### config.mk
export PLATFORM = sky130hd
export DESIGN_NAME = spi_master_multi_cs
export DESIGN_NICKNAME = d
export VERILOG_FILES = /design/src/rtl/spi_master_multi_cs_pkg.sv /design/src/rtl/spi_master_multi_cs_sclk_gen.sv /design/src/rtl/spi_master_multi_cs.sv
export SDC_FILE = /design/constraint.sdc
export NUM_CORES = 1
export LEC_CHECK = 0
export ABC_AREA = 1
export BUFFER_PORTS_ARGS = -buffer_cell sky130_fd_sc_hd__buf_4
export CELL_PAD_IN_SITES_DETAIL_PLACEMENT = 0
export CELL_PAD_IN_SITES_GLOBAL_PLACEMENT = 1
export CORE_UTILIZATION = 40
export DETAILED_ROUTE_END_ITERATION = 8
export GPL_TIMING_DRIVEN = 0
export HOLD_SLACK_MARGIN = 0.12
export PLACE_DENSITY_LB_ADDON = 0.05
export SLEW_MARGIN = 20
export SYNTH_ARGS = -nofsm -noshare
export SYNTH_HDL_FRONTEND = slang
export SYNTH_SLANG_ARGS = --single-unit
### constraint.sdc
create_clock -name clk -period 1.8 [get_ports clk]
set_clock_uncertainty 0.2 [all_clocks]
set_input_delay 0.09 -clock clk [delete_from_list [all_inputs] [get_ports clk]]
set_output_delay 0.09 -clock clk [all_outputs]
set_load 0.02 [all_outputs]
### src/rtl/spi_master_multi_cs_pkg.sv
// spi_master_multi_cs_pkg: shared FSM states, R/W polarity and chip-select width helper
package spi_master_multi_cs_pkg;
  typedef enum logic [2:0] {S_IDLE, S_SETUP, S_SHIFT, S_HOLD, S_GAP} state_e;
  localparam logic WR_POL_WRITE = 1'b1;
  function automatic int cs_w(input int n);
    return n > 1 ? $clog2(n) : 1;
  endfunction
endpackage

### src/rtl/spi_master_multi_cs_sclk_gen.sv
// spi_master_multi_cs_sclk_gen: SCLK half-period generator, starts high on entry and strobes the end of each phase
module spi_master_multi_cs_sclk_gen #(
  parameter int CLK_DIV = 2
) (
  input  logic clk,
  input  logic reset,
  input  logic run,
  output logic sclk,
  output logic rise_stb,
  output logic fall_stb
);
  localparam int PW = $clog2(CLK_DIV);
  logic [PW-1:0] cnt_q, cnt_d;
  logic lvl_q, lvl_d, act_q, act_d, wrap;
  always_comb begin
    wrap = act_q && cnt_q == PW'(CLK_DIV - 1);
    rise_stb = wrap && !lvl_q;
    fall_stb = wrap && lvl_q;
    act_d = run;
    cnt_d = (!run || !act_q || wrap) ? '0 : cnt_q + 1'b1;
    lvl_d = !run ? 1'b0 : !act_q ? 1'b1 : wrap ? !lvl_q : lvl_q;
  end
  always_ff @(posedge clk) begin
    if (reset) begin
      cnt_q <= '0;
      lvl_q <= 1'b0;
      act_q <= 1'b0;
    end else begin
      cnt_q <= cnt_d;
      lvl_q <= lvl_d;
      act_q <= act_d;
    end
  end
  assign sclk = lvl_q;
endmodule

### src/rtl/spi_master_multi_cs.sv
// spi_master_multi_cs: mode-0 SPI master shifting addr+data frames to one of N_CS chips with read capture
module spi_master_multi_cs
  import spi_master_multi_cs_pkg::*;
#(
  parameter int   ADDR_W  = 8,
  parameter int   DATA_W  = 16,
  parameter int   N_CS    = 2,
  parameter int   CLK_DIV = 2,
  parameter logic WR_POL  = WR_POL_WRITE
) (
  input  logic                   clk,
  input  logic                   reset,
  input  logic                   start,
  input  logic [cs_w(N_CS)-1:0]  cs_sel,
  input  logic [ADDR_W-1:0]      addr,
  input  logic [DATA_W-1:0]      wdata,
  output logic                   busy,
  output logic                   done,
  output logic                   err,
  output logic [DATA_W-1:0]      rdata,
  output logic                   rdata_vld,
  output logic                   spi_sclk_o,
  output logic                   spi_mosi_o,
  output logic [N_CS-1:0]        spi_csb_o,
  input  logic                   spi_miso_i
);
  localparam int NB = ADDR_W + DATA_W;
  localparam int BW = $clog2(NB + 1);
  localparam int PW = $clog2(CLK_DIV);
  localparam int CSW = cs_w(N_CS);
  state_e state_q, state_d;
  logic [PW-1:0] ph_q, ph_d;
  logic [BW-1:0] bit_q, bit_d;
  logic [NB-1:0] tx_q, tx_d;
  logic [DATA_W-1:0] rx_q, rx_d, rdata_q, rdata_d;
  logic [CSW-1:0] cs_q, cs_d;
  logic [N_CS-1:0] csb_q, csb_d;
  logic rd_q, rd_d, bad_q, bad_d, busy_q, busy_d, done_q, done_d;
  logic err_q, err_d, vld_q, vld_d, mosi_q, mosi_d;
  logic rise, fall, ph_end, pins_on, is_rd;
  spi_master_multi_cs_sclk_gen #(.CLK_DIV(CLK_DIV)) u_sclk (
    .clk      (clk),
    .reset    (reset),
    .run      (state_d == S_SHIFT),
    .sclk     (spi_sclk_o),
    .rise_stb (rise),
    .fall_stb (fall)
  );
  always_comb begin
    ph_end = ph_q == PW'(CLK_DIV - 1);
    is_rd = addr[ADDR_W-1] != WR_POL;
    state_d = state_q;
    ph_d = (state_q == S_IDLE || state_q == S_SHIFT || ph_end) ? '0 : ph_q + 1'b1;
    bit_d = state_q != S_SHIFT ? '0 : rise ? bit_q + 1'b1 : bit_q;
    tx_d = tx_q;
    rx_d = rx_q;
    cs_d = cs_q;
    rd_d = rd_q;
    bad_d = bad_q;
    busy_d = busy_q;
    done_d = 1'b0;
    err_d = 1'b0;
    vld_d = 1'b0;
    rdata_d = rdata_q;
    case (state_q)
      S_IDLE: if (start) begin
        cs_d = cs_sel;
        rd_d = is_rd;
        bad_d = 32'(cs_sel) >= N_CS;
        tx_d = {addr, is_rd ? '0 : wdata};
        busy_d = 1'b1;
        state_d = 32'(cs_sel) >= N_CS ? S_GAP : S_SETUP;
      end
      S_SETUP: state_d = ph_end ? S_SHIFT : S_SETUP;
      S_SHIFT: begin
        if (fall && 32'(bit_q) >= ADDR_W) rx_d = {rx_q[DATA_W-2:0], spi_miso_i};
        if (rise) begin
          tx_d = tx_q << 1;
          state_d = 32'(bit_q) == NB - 1 ? S_HOLD : S_SHIFT;
        end
      end
      S_HOLD: state_d = ph_end ? S_GAP : S_HOLD;
      S_GAP: if (ph_end) begin
        state_d = S_IDLE;
        busy_d = 1'b0;
        done_d = 1'b1;
        err_d = bad_q;
        vld_d = rd_q && !bad_q;
        rdata_d = (rd_q && !bad_q) ? rx_q : rdata_q;
      end
      default: state_d = S_IDLE;
    endcase
    pins_on = state_d inside {S_SETUP, S_SHIFT, S_HOLD};
    csb_d = pins_on ? ~(N_CS'(1) << cs_d) : '1;
    mosi_d = (state_d == S_SETUP || state_d == S_SHIFT) && tx_d[NB-1];
  end
  always_ff @(posedge clk) begin
    if (reset) begin
      state_q <= S_IDLE;
      ph_q <= '0;
      bit_q <= '0;
      tx_q <= '0;
      rx_q <= '0;
      rdata_q <= '0;
      cs_q <= '0;
      csb_q <= '1;
      rd_q <= 1'b0;
      bad_q <= 1'b0;
      busy_q <= 1'b0;
      done_q <= 1'b0;
      err_q <= 1'b0;
      vld_q <= 1'b0;
      mosi_q <= 1'b0;
    end else begin
      state_q <= state_d;
      ph_q <= ph_d;
      bit_q <= bit_d;
      tx_q <= tx_d;
      rx_q <= rx_d;
      rdata_q <= rdata_d;
      cs_q <= cs_d;
      csb_q <= csb_d;
      rd_q <= rd_d;
      bad_q <= bad_d;
      busy_q <= busy_d;
      done_q <= done_d;
      err_q <= err_d;
      vld_q <= vld_d;
      mosi_q <= mosi_d;
    end
  end
  assign busy = busy_q;
  assign done = done_q;
  assign err = err_q;
  assign rdata = rdata_q;
  assign rdata_vld = vld_q;
  assign spi_mosi_o = mosi_q;
  assign spi_csb_o = csb_q;
endmodule

==> results.md, run 1 <==
- H-Tree Depth: 3
- Net Count, Synth: 429
- Clk buf depth: 2
- Reg2reg start: u_sclk.act_q
- DP HPWL: 5030 um
- Synth top area cells: dfxtp_1, nor2_1, a21oi_1
- Initial Utilization: 41.8%
- Sequential share of the synthesized area: between 40% and 50%
- Synthesized flop and latch total: 76
- Final ANT Viol Nets: 0
- YS warnings: 0
- Via density: approximately 4.7
- DR vias: roughly 2,800
- Share of layout cells above drive strength 1: between 20 and 30%
- Buffers on Ports: 50
- Leak Pwr: approximately 1.7 nW
- Synthesized instance count: 398
- Worst min-delay path category: register to register
- Die Span Y: 92.5 um
- Die extent in x: 92.5 um
- CTS Buf Count: 9
- Crit Path Class: register to register
- Final setup viols: 0
- Global-route wire length before repair: 12,600 um
- Post-Syn Area: 3280 um^2
- Worst-margin pin slew: 0.705 ns
- # IOs: 53
- Clock Latency Late Sink: 0.34 ns
- Fin. max-slew vios: 0
- CTS root buf: clkbuf_8
- Initial antenna violation count: 0
- Area growth syn-to-layout: 31.9%
- Critical path capture point type: register
- Per-cell routed wire length: 12.3 um
- Dominant cell type by area after synthesis: dfxtp_1
- Fmax: 608 MHz
- First-pass DRT Iterations: 4
- Outcome: completed
- Count leader, synth: dfxtp_1
- Post-layout min period: 1.65 ns
- Post-synth ARST share: 0%
- Post-Route WL: 7290 um
- Buffers inserted by post-CTS timing repair: 0
- Pre-CTS WS: 0.110 ns
- Final worst setup slack: 0.154 ns
- FF-to-FF path depth: 6
- Nets@finish: 517
- Row Count: 32
- Fillers: 772
- CP max FO: 10
- Fin. Hold Viols: 0
- CP Launch Point: u_sclk.act_q
- Crit share post-route: between 90% and 100%
- Top post-synthesis cells by count: dfxtp_1, nor2_1, a21oi_1
- GRT Util Overall: 18.7%
- Max transition margin: between 50 and 60%
- Detailed router's first-iteration violation count: 127
- CP required: 1.84 ns
- Routability cong.: 0.748
- Min Hold Slack: 0.246 ns
- Core ar.: 7850 um^2
- Most used DFF post-synth: dfxtp_1
- Area share of the largest cell type after synthesis: between 40 and 50%
- Grt ovf: 0
- Arrival time of the worst setup path: approximately 1.7 ns
- Max-cap viol count: 0
- TritonCTS clock tree: built
- # clock sinks: 76
- Post-route total power: 3.85 mW
- CP startpoint kind: register
- Die area: about 8600 um^2
- Post-synth EDFFs: 0
- DRC viols: 0
- ANT cells: 0
- Hold Path Origin: rdata[3]
- RSZ-0062 raised after global routing: false
- Mean post-synth cell area: about 8.2 um^2
- PwrDens: a little under 900 nW/um^2
- Vias in the first global route: 2,664
- Setup Total Neg Slack: 0 ns
- Number of distinct library cells after synthesis: 35
- Worst-path clk slew: 0.08 ns
- Worst IR Drop VDD: 0.588 mV
- Hold Path Stages: 2
- Pin count of the biggest net entering global routing: 14
[what timing repair did]
action	4_1_cts	5_1_grt
setup endpoints to repair	0	16
endpoints found under the hold margin	36	0
hold buffers	28	0
gates resized for setup	0	6
[metal layers]
layer,global-route usage (%),vias to the layer above,share of wire [%]
met5,0,-,0
met4,4.30,0,0.89
met3,5.42,6,3.7
met2,29.3,49,46
met1,25.3,1270,50
li1,-,1464,-
[critical path: stages (launching register included)]
cell and delay, ns:
dfxtp_1 0.43, nand2_2 0.11, nor3_2 0.20, nand2_2 0.18, buf_4 0.22, o21ai_0 0.17, nor2_1 0.05
[placed cells by master (no fill, tap or decap), drive strengths merged, types with 4 or more instances in the layout]
cell         instances
inv                 35
dfxtp               76
a21oi               61
dlygate4sd3         28
clkbuf              18
a22oi                7
nand4                4
nor2                70
nand2               63
bufinv               4
nand3               12
o21ai               39
buf                 61
[cells by family after synthesis]
group           after synthesis  synth area share, %
simple gates                154                 24.1
fa+ha+maj                     2                0.763
buf+inv                      56                 8.93
xor+xnor                      2                0.534
other cells                   1                0.114
flops                        76                 46.4
compound gates              107                 19.2
[layout make-up]
cell class,count,area (um^2),area share (%)
inverter,35,134,3.10
clock inverter,6,138,3.18
buffer,20,159,3.67
multi-input combinational,266,1470,33.9
timing repair buffer,78,656,15.2
sequential,76,1520,35.2
tap,102,128,2.95
clock buffer,9,124,2.86
[report_power, final]
group / internal, mW / switching [mW] / total [mW] / leakage [nW]
registers: 1.73 / 0.0336 / 1.76 / 0.617
clock network: 1.06 / 0.637 / 1.70 / 0.129
logic: 0.196 / 0.203 / 0.399 / 0.939
[sequential cells by signal, summed over array words and instances (netlist names)]
name and cells:
cs_q 1, u_sclk.cnt_q 1, tx_q 24, done 1
state_q 3, u_sclk.act_q 1, bit_q 5, spi_csb_o 2
ph_end 1, spi_mosi_o 1, busy 1, rdata_vld 1
u_sclk.sclk 1, rd_q 1, rx_q 16, rdata 16
[stage by stage]
stage | cell area [um^2] | util [%] | std cells
floorplan | 3280 | - | 398
global route | 4330 | 55.1 | 592
detailed placement | 3780 | 48.2 | 550
global placement | 3780 | 48.2 | 550
finish | 4330 | 55.1 | 592
CTS | 4320 | 55.1 | 593
[worst paths after layout]
| kind | to | slack [ns] |
|---|---|---|
| setup reg to reg | rx_q[15] | 0.15 |
| hold / removal | rdata[3] | 0.25 |
| setup / recovery | rx_q[15] | 0.15 |
| hold reg to reg | rdata[3] | 0.25 |
Note: power is estimated with default switching activity, not from simulation.
==> run 2, diff against run 1 <==
- CORE_UTILIZATION: 40 -> 41
==> run 2 against run 1 <==
Effect of this change: utilization barely moved; critical endpoint is now rdata[0]; die area down 2.4%; hold slack improved by 0.00078 ns; via count increased by 0.47%; non-clock buffer count rose by 2; power is 12% lower; sequential power about the same; worst setup slack worse by 0.027 ns.
==> results.md, run 2 (synthesis results as in run 1) <==
- Critical path capture point type: register
- Via density: 4.71 (about the same)
- Crit Path Class: register to register
- Most common cell after layout, fill and taps aside: dfxtp_1
- First-pass DRT Iterations: 4 (unchanged)
- Reg2reg start: ph_end
- Post-route insts no fill: 595 (+0.51%)
- Crit share post-route: 92.9% (+1.5 points)
- Area growth syn-to-layout: 30.0%
- TritonCTS clock tree: built
- ANT cells: 0 (unchanged)
- Arrival time of the worst setup path: 1.70 ns (about the same)
- M3 GR Usage: 5.36% (-0.059 points)
- Register area: 1520 um^2 (about the same)
- CTS root buf: clkbuf_8
- Detailed router's first-iteration violation count: 95 (-25%)
- Share of layout cells above drive strength 1: 29.0% (-0.18 points)
- DP Cell Count: 550 (unchanged)
- Final worst setup slack: 0.127 ns (-0.0274 ns)
- Leak Pwr: 1.65 nW (-2.0%)
- Die extent in x: 91.4 um (-1.2%)
- Die Span Y: 91.4 um (-1.2%)
- CP Launch Point: ph_end
- Outcome: completed
- Fillers: 789 (+2.2%)
- Core ar.: 7730 um^2 (-1.5%)
- GR peak layer: met2
- GRT Util Overall: 18.7% (about the same)
- DRC viols: 0 (unchanged)
- Initial antenna violation count: 0 (unchanged)
- # IOs: 53 (unchanged)
- Worst IR Drop VDD: 0.541 mV (-8.0%)
- Pin count of the biggest net entering global routing: 13 (-1)
- Fmax: 598 MHz (-1.6%)
- Final design utilization: 55.2% (about the same)
- Max-cap viol count: 0 (unchanged)
- DR vias: 2,802 (+0.47%)
- Worst min-delay path category: register to register
- Global-route wire length before repair: 12,400 um (-1.5%)
- Area after DPL: 3780 um^2 (unchanged)
- Worst-path clk slew: 0.08 ns (about the same)
- Clock Latency Late Sink: 0.34 ns (about the same)
- Routability cong.: 0.737 (-1.4%)
- Final ANT Viol Nets: 0 (unchanged)
- Worst-margin pin slew: 0.681 ns (-0.0241 ns)
- Per-cell routed wire length: 12.1 um (-1.3%)
- CP max FO: 10 (unchanged)
- CP startpoint kind: register
- Max transition margin: 54.6% (+1.6 points)
- Die area: 8360 um^2 (-2.4%)
- Fin. max-slew vios: 0 (unchanged)
- Number of flip-flops in the largest register: 24 (unchanged)
- Post-route total power: 3.39 mW (-12%)
- Fin. Hold Viols: 0 (unchanged)
- CTS Buf Count: 9 (unchanged)
- Min Hold Slack: 0.247 ns (+0.000781 ns)
- Vias in the first global route: 2,592 (-2.7%)
- Post-layout min period: 1.67 ns (+0.0274 ns)
- Nets@finish: 519 (+0.39%)
- Global-route met2 utilization: 28.7% (-0.56 points)
- Hold Path Origin: rdata[5]
- DP HPWL: 5000 um (-0.66%)
- Final setup viols: 0 (unchanged)
- Multi-input gate area: 1470 um^2 (unchanged)
- PwrDens: 794 nW/um^2 (-11%)
- Grt ovf: 0 (unchanged)
- # clock sinks: 76 (unchanged)
- Post-Route WL: 7230 um (-0.80%)
- CP required: 1.83 ns (about the same)
- Most frequent cells in the layout: dfxtp_1, nor2_1, buf_4
- Clk buf depth: 2 (unchanged)
- Buffers on Ports: 50 (unchanged)
- H-Tree Depth: 3 (unchanged)
- Initial Utilization: 42.4% (+0.65 points)
- Top reg by flops: tx_q
- Post-route cell area: 4260 um^2 (-1.4%)
- Setup Total Neg Slack: 0 ns (unchanged)
- Grt met1 use: 25.3% (-0.033 points)
- Pre-CTS WS: 0.0689 ns (-0.0415 ns)
- Row Count: 32 (unchanged)
- RSZ-0062 raised after global routing: true
[run 2: worst paths after layout]
kind | cells after the start | to | slack (ns)
worst min-delay path | 2 | rdata[5] | 0.25
worst max register to register | 6 | rdata[0] | 0.13
worst max-delay path | 6 | rdata[0] | 0.13
worst min register to register | 2 | rdata[5] | 0.25
[run 2: worst max-delay path, cell delays in order, from the launching register on]
cell      delay, ns
dfxtp_1        0.31
clkbuf_1       0.27
nand4_1        0.14
buf_4          0.18
clkbuf_2       0.19
o21ai_0        0.22
a21oi_1        0.06
[run 2: layout make-up]
type | count | area share, %
plain buffers | 21 | 3.82
clock buffers | 13 | 3.96
clock inverters | 3 | 0.470
inverters | 35 | 3.14
multi-input cells | 266 | 34.4
flip-flops and latches | 76 | 35.7
well taps | 102 | 2.99
repair buffers | 79 | 15.6
[run 2: timing repair]
item	in CTS	in global routing
endpoints found under the hold margin	36	0
hold buffers	28	0
buffers inserted	0	1
resized for setup	0	5
setup endpoints to repair	0	18
[run 2: layer usage]
metal / routed length [um] / vias up
li1: - / 1475
met1: 3670 / 1275
met2: 3230 / 45
met3: 247 / 7
met4: 76 / 0
met5: 0 / -
[run 2: where the power goes]
part / internal, mW / switching [mW] / total (mW)
clock network: 0.612 / 0.613 / 1.23
registers: 1.73 / 0.0317 / 1.76
logic: 0.197 / 0.208 / 0.404
==> run 3, diff against run 2 <==
- RECOVER_POWER: not set -> 50
==> run 3 against run 2 <==
Effect of this change: combinational power decreased by 2%; critical path type unchanged; sequential cell count unchanged; via count decreased by 0.14%; die area unchanged; first-iteration DRC count decreased by 17%; sequential share of layout area increased by 0.90 points; register-to-register slack got worse by 0.05 ns; fmax decreased by 2.9%; critical path depth increased by 1; global-route usage unchanged.
==> results.md, run 3 (synthesis results as in run 1) <==
- Pin count of the biggest net entering global routing: 13 (unchanged)
- CP required: 1.81 ns (-0.02 ns)
- Final worst setup slack: 0.0764 ns (-0.0506 ns)
- Worst IR Drop VDD: 0.543 mV (+0.35%)
- Reg2reg start: state_q[0]
- Max-cap viol count: 0 (unchanged)
- CTS root buf: clkbuf_8
- Fin. Hold Viols: 0 (unchanged)
- Fmax: 580 MHz (-2.9%)
- Row Count: 32 (unchanged)
- Number of flip-flops in the largest register: 24 (unchanged)
- Post-layout min period: 1.72 ns (+0.0506 ns)
- Hold Path Origin: rdata[5]
- Final setup viols: 0 (unchanged)
- Die Span Y: 91.4 um (unchanged)
- Area growth syn-to-layout: 26.8%
- Core ar.: 7730 um^2 (unchanged)
- Critical path capture point type: register
- DRC viols: 0 (unchanged)
- Die area: 8360 um^2 (unchanged)
- Clk pwr share: 36.4% (+0.2 points)
- FF-to-FF path depth: 7 (+1)
- Die extent in x: 91.4 um (unchanged)
- Switching Fraction: 25.3% (+0.12 points)
- Worst-margin pin slew: 0.681 ns (-0.0000926 ns)
- Worst-path clk slew: 0.08 ns (about the same)
- PwrDens: 813 nW/um^2 (+2.3%)
- Post-Route WL: 7260 um (+0.40%)
- Crit Path Class: register to register
- Detailed router's first-iteration violation count: 79 (-17%)
- DP HPWL: 5000 um (unchanged)
- Pre-CTS WS: 0.0689 ns (unchanged)
- Clock Latency Late Sink: 0.35 ns (about the same)
- DP Cell Count: 550 (unchanged)
- First-pass DRT Iterations: 4 (unchanged)
- Global-route wire length before repair: 12,400 um (unchanged)
- Combinational share of power: 11.7% (-0.2 points)
- GRT Util Overall: 18.7% (unchanged)
- Int Pwr: 2.52 mW (-0.37%)
- H-Tree Depth: 3 (unchanged)
- DR vias: 2,798 (-0.14%)
- Fin. max-slew vios: 0 (unchanged)
- Arrival time of the worst setup path: 1.73 ns (+0.03 ns)
- Vias in the first global route: 2,592 (unchanged)
- Flop pwr share: 52.0% (about the same)
- Outcome: completed
- Most common cell after layout, fill and taps aside: dfxtp_1
- Psw: 0.855 mW (+0.29%)
- Routability cong.: 0.737 (unchanged)
- CP max FO: 10 (unchanged)
- # clock sinks: 76 (unchanged)
- TritonCTS clock tree: built
- Nets@finish: 519 (unchanged)
- R2R Path End: tx_q[13]
- Share of layout cells above drive strength 1: 23.9% (-5.1 points)
- Leak Pwr: 1.55 nW (-6.3%)
- Post-route insts no fill: 595 (unchanged)
- Via density: 4.70 (-0.14%)
- CP startpoint kind: register
- Min-Delay Endpoint: rdata[5]
- Initial Utilization: 42.4% (unchanged)
- Top reg by flops: tx_q
- R2R Setup Slk: 0.08 ns (-0.05 ns)
- Clk buf depth: 2 (unchanged)
- RSZ-0062 raised after global routing: true
- Per-cell routed wire length: 12.2 um (+0.40%)
- Buffers on Ports: 50 (unchanged)
- Grt ovf: 0 (unchanged)
- Hold Path Stages: 2 (unchanged)
- Post-route total power: 3.38 mW (-0.20%)
- Crit share post-route: 95.8% (+2.8 points)
- Max transition margin: 54.6% (about the same)
- Final ANT Viol Nets: 0 (unchanged)
- ANT cells: 0 (unchanged)
- # IOs: 53 (unchanged)
- Initial antenna violation count: 0 (unchanged)
- Most frequent cells in the layout: dfxtp_1, nor2_1, a21oi_1
- CTS Buf Count: 9 (unchanged)
- Worst min-delay path category: register to register
==> run 3: cell count changes in the layout (fill, tap and decap cells not counted), sizes merged <==
| cell | change |
|---|---|
| buf | -24 |
| clkbuf | +24 |
==> run 3: cell type report <==
type                            instances  area [um^2]
Multi-Input combinational cell        266         1460
Fill cell                             815         3570
Clock inverter                          3         20.0
Sequential cell                        76         1520
Clock buffer                           13          169
Timing Repair Buffer                   79          577
Buffer                                 21          151
Inverter                               35          134
Tap cell                              102          128
==> run 3: routing by layer <==
| metal | vias to the layer above | track usage, % | part of all wire [%] |
|---|---|---|---|
| li1 | 1474 | - | - |
| met1 | 1271 | 25.3 | 51 |
| met2 | 46 | 28.7 | 44 |
| met3 | 7 | 5.36 | 3.6 |
| met4 | 0 | 5.56 | 1.0 |
| met5 | - | 0 | 0 |
==> run 3: power groups by stage <==
stage	sequential, mW	combinational [mW]	clock (mW)
floorplan	1.80	0.237	0
CTS	1.76	0.405	1.27
global placement	1.79	0.355	0
global route	1.76	0.435	1.34
finish	1.76	0.394	1.23
detailed placement	1.80	0.357	0
==> run 3: critical path, cell delays in order, from the launching register on <==
cell,delay [ns]
dfxtp_1,0.47
nor2_4,0.09
nand2_4,0.10
buf_2,0.25
buf_6,0.18
nor2_1,0.05
a21oi_1,0.16
a21oi_2,0.07
==> run 3: how the worst max path moves through the flow <==
stage / from / endpoint / depth (start not counted)
4_1_cts: ph_end / rdata[0] / 5
3_3_place_gp: ph_end / rdata[0] / 5
3_5_place_dp: ph_end / rdata[0] / 5
2_1_floorplan: u_sclk.sclk / rx_q[10] / 6
5_1_grt: ph_end / rdata[0] / 6
6_report: state_q[0] / tx_q[13] / 7
==> run 3: repair_timing <==
action,in CTS,in global routing
setup buffers,0,1
setup endpoints to repair,0,18
hold buffers,28,0
endpoints found under the hold margin,36,0
gates resized for setup,0,5
==> run 3: stage by stage <==
| stage | area (um^2) | util [%] | TNS, ns | hold slack, ns |
|---|---|---|---|---|
| detailed placement | 3780 | 48.9 | 0 | 0.163 |
| global route | 4160 | 53.8 | -0.223 | 0.265 |
| finish | 4160 | 53.8 | 0 | 0.246 |
| CTS | 4250 | 55.0 | 0 | 0.249 |
| global placement | 3780 | 48.9 | 0 | 0.161 |
| floorplan | 3280 | - | 0 | 0.0491 |
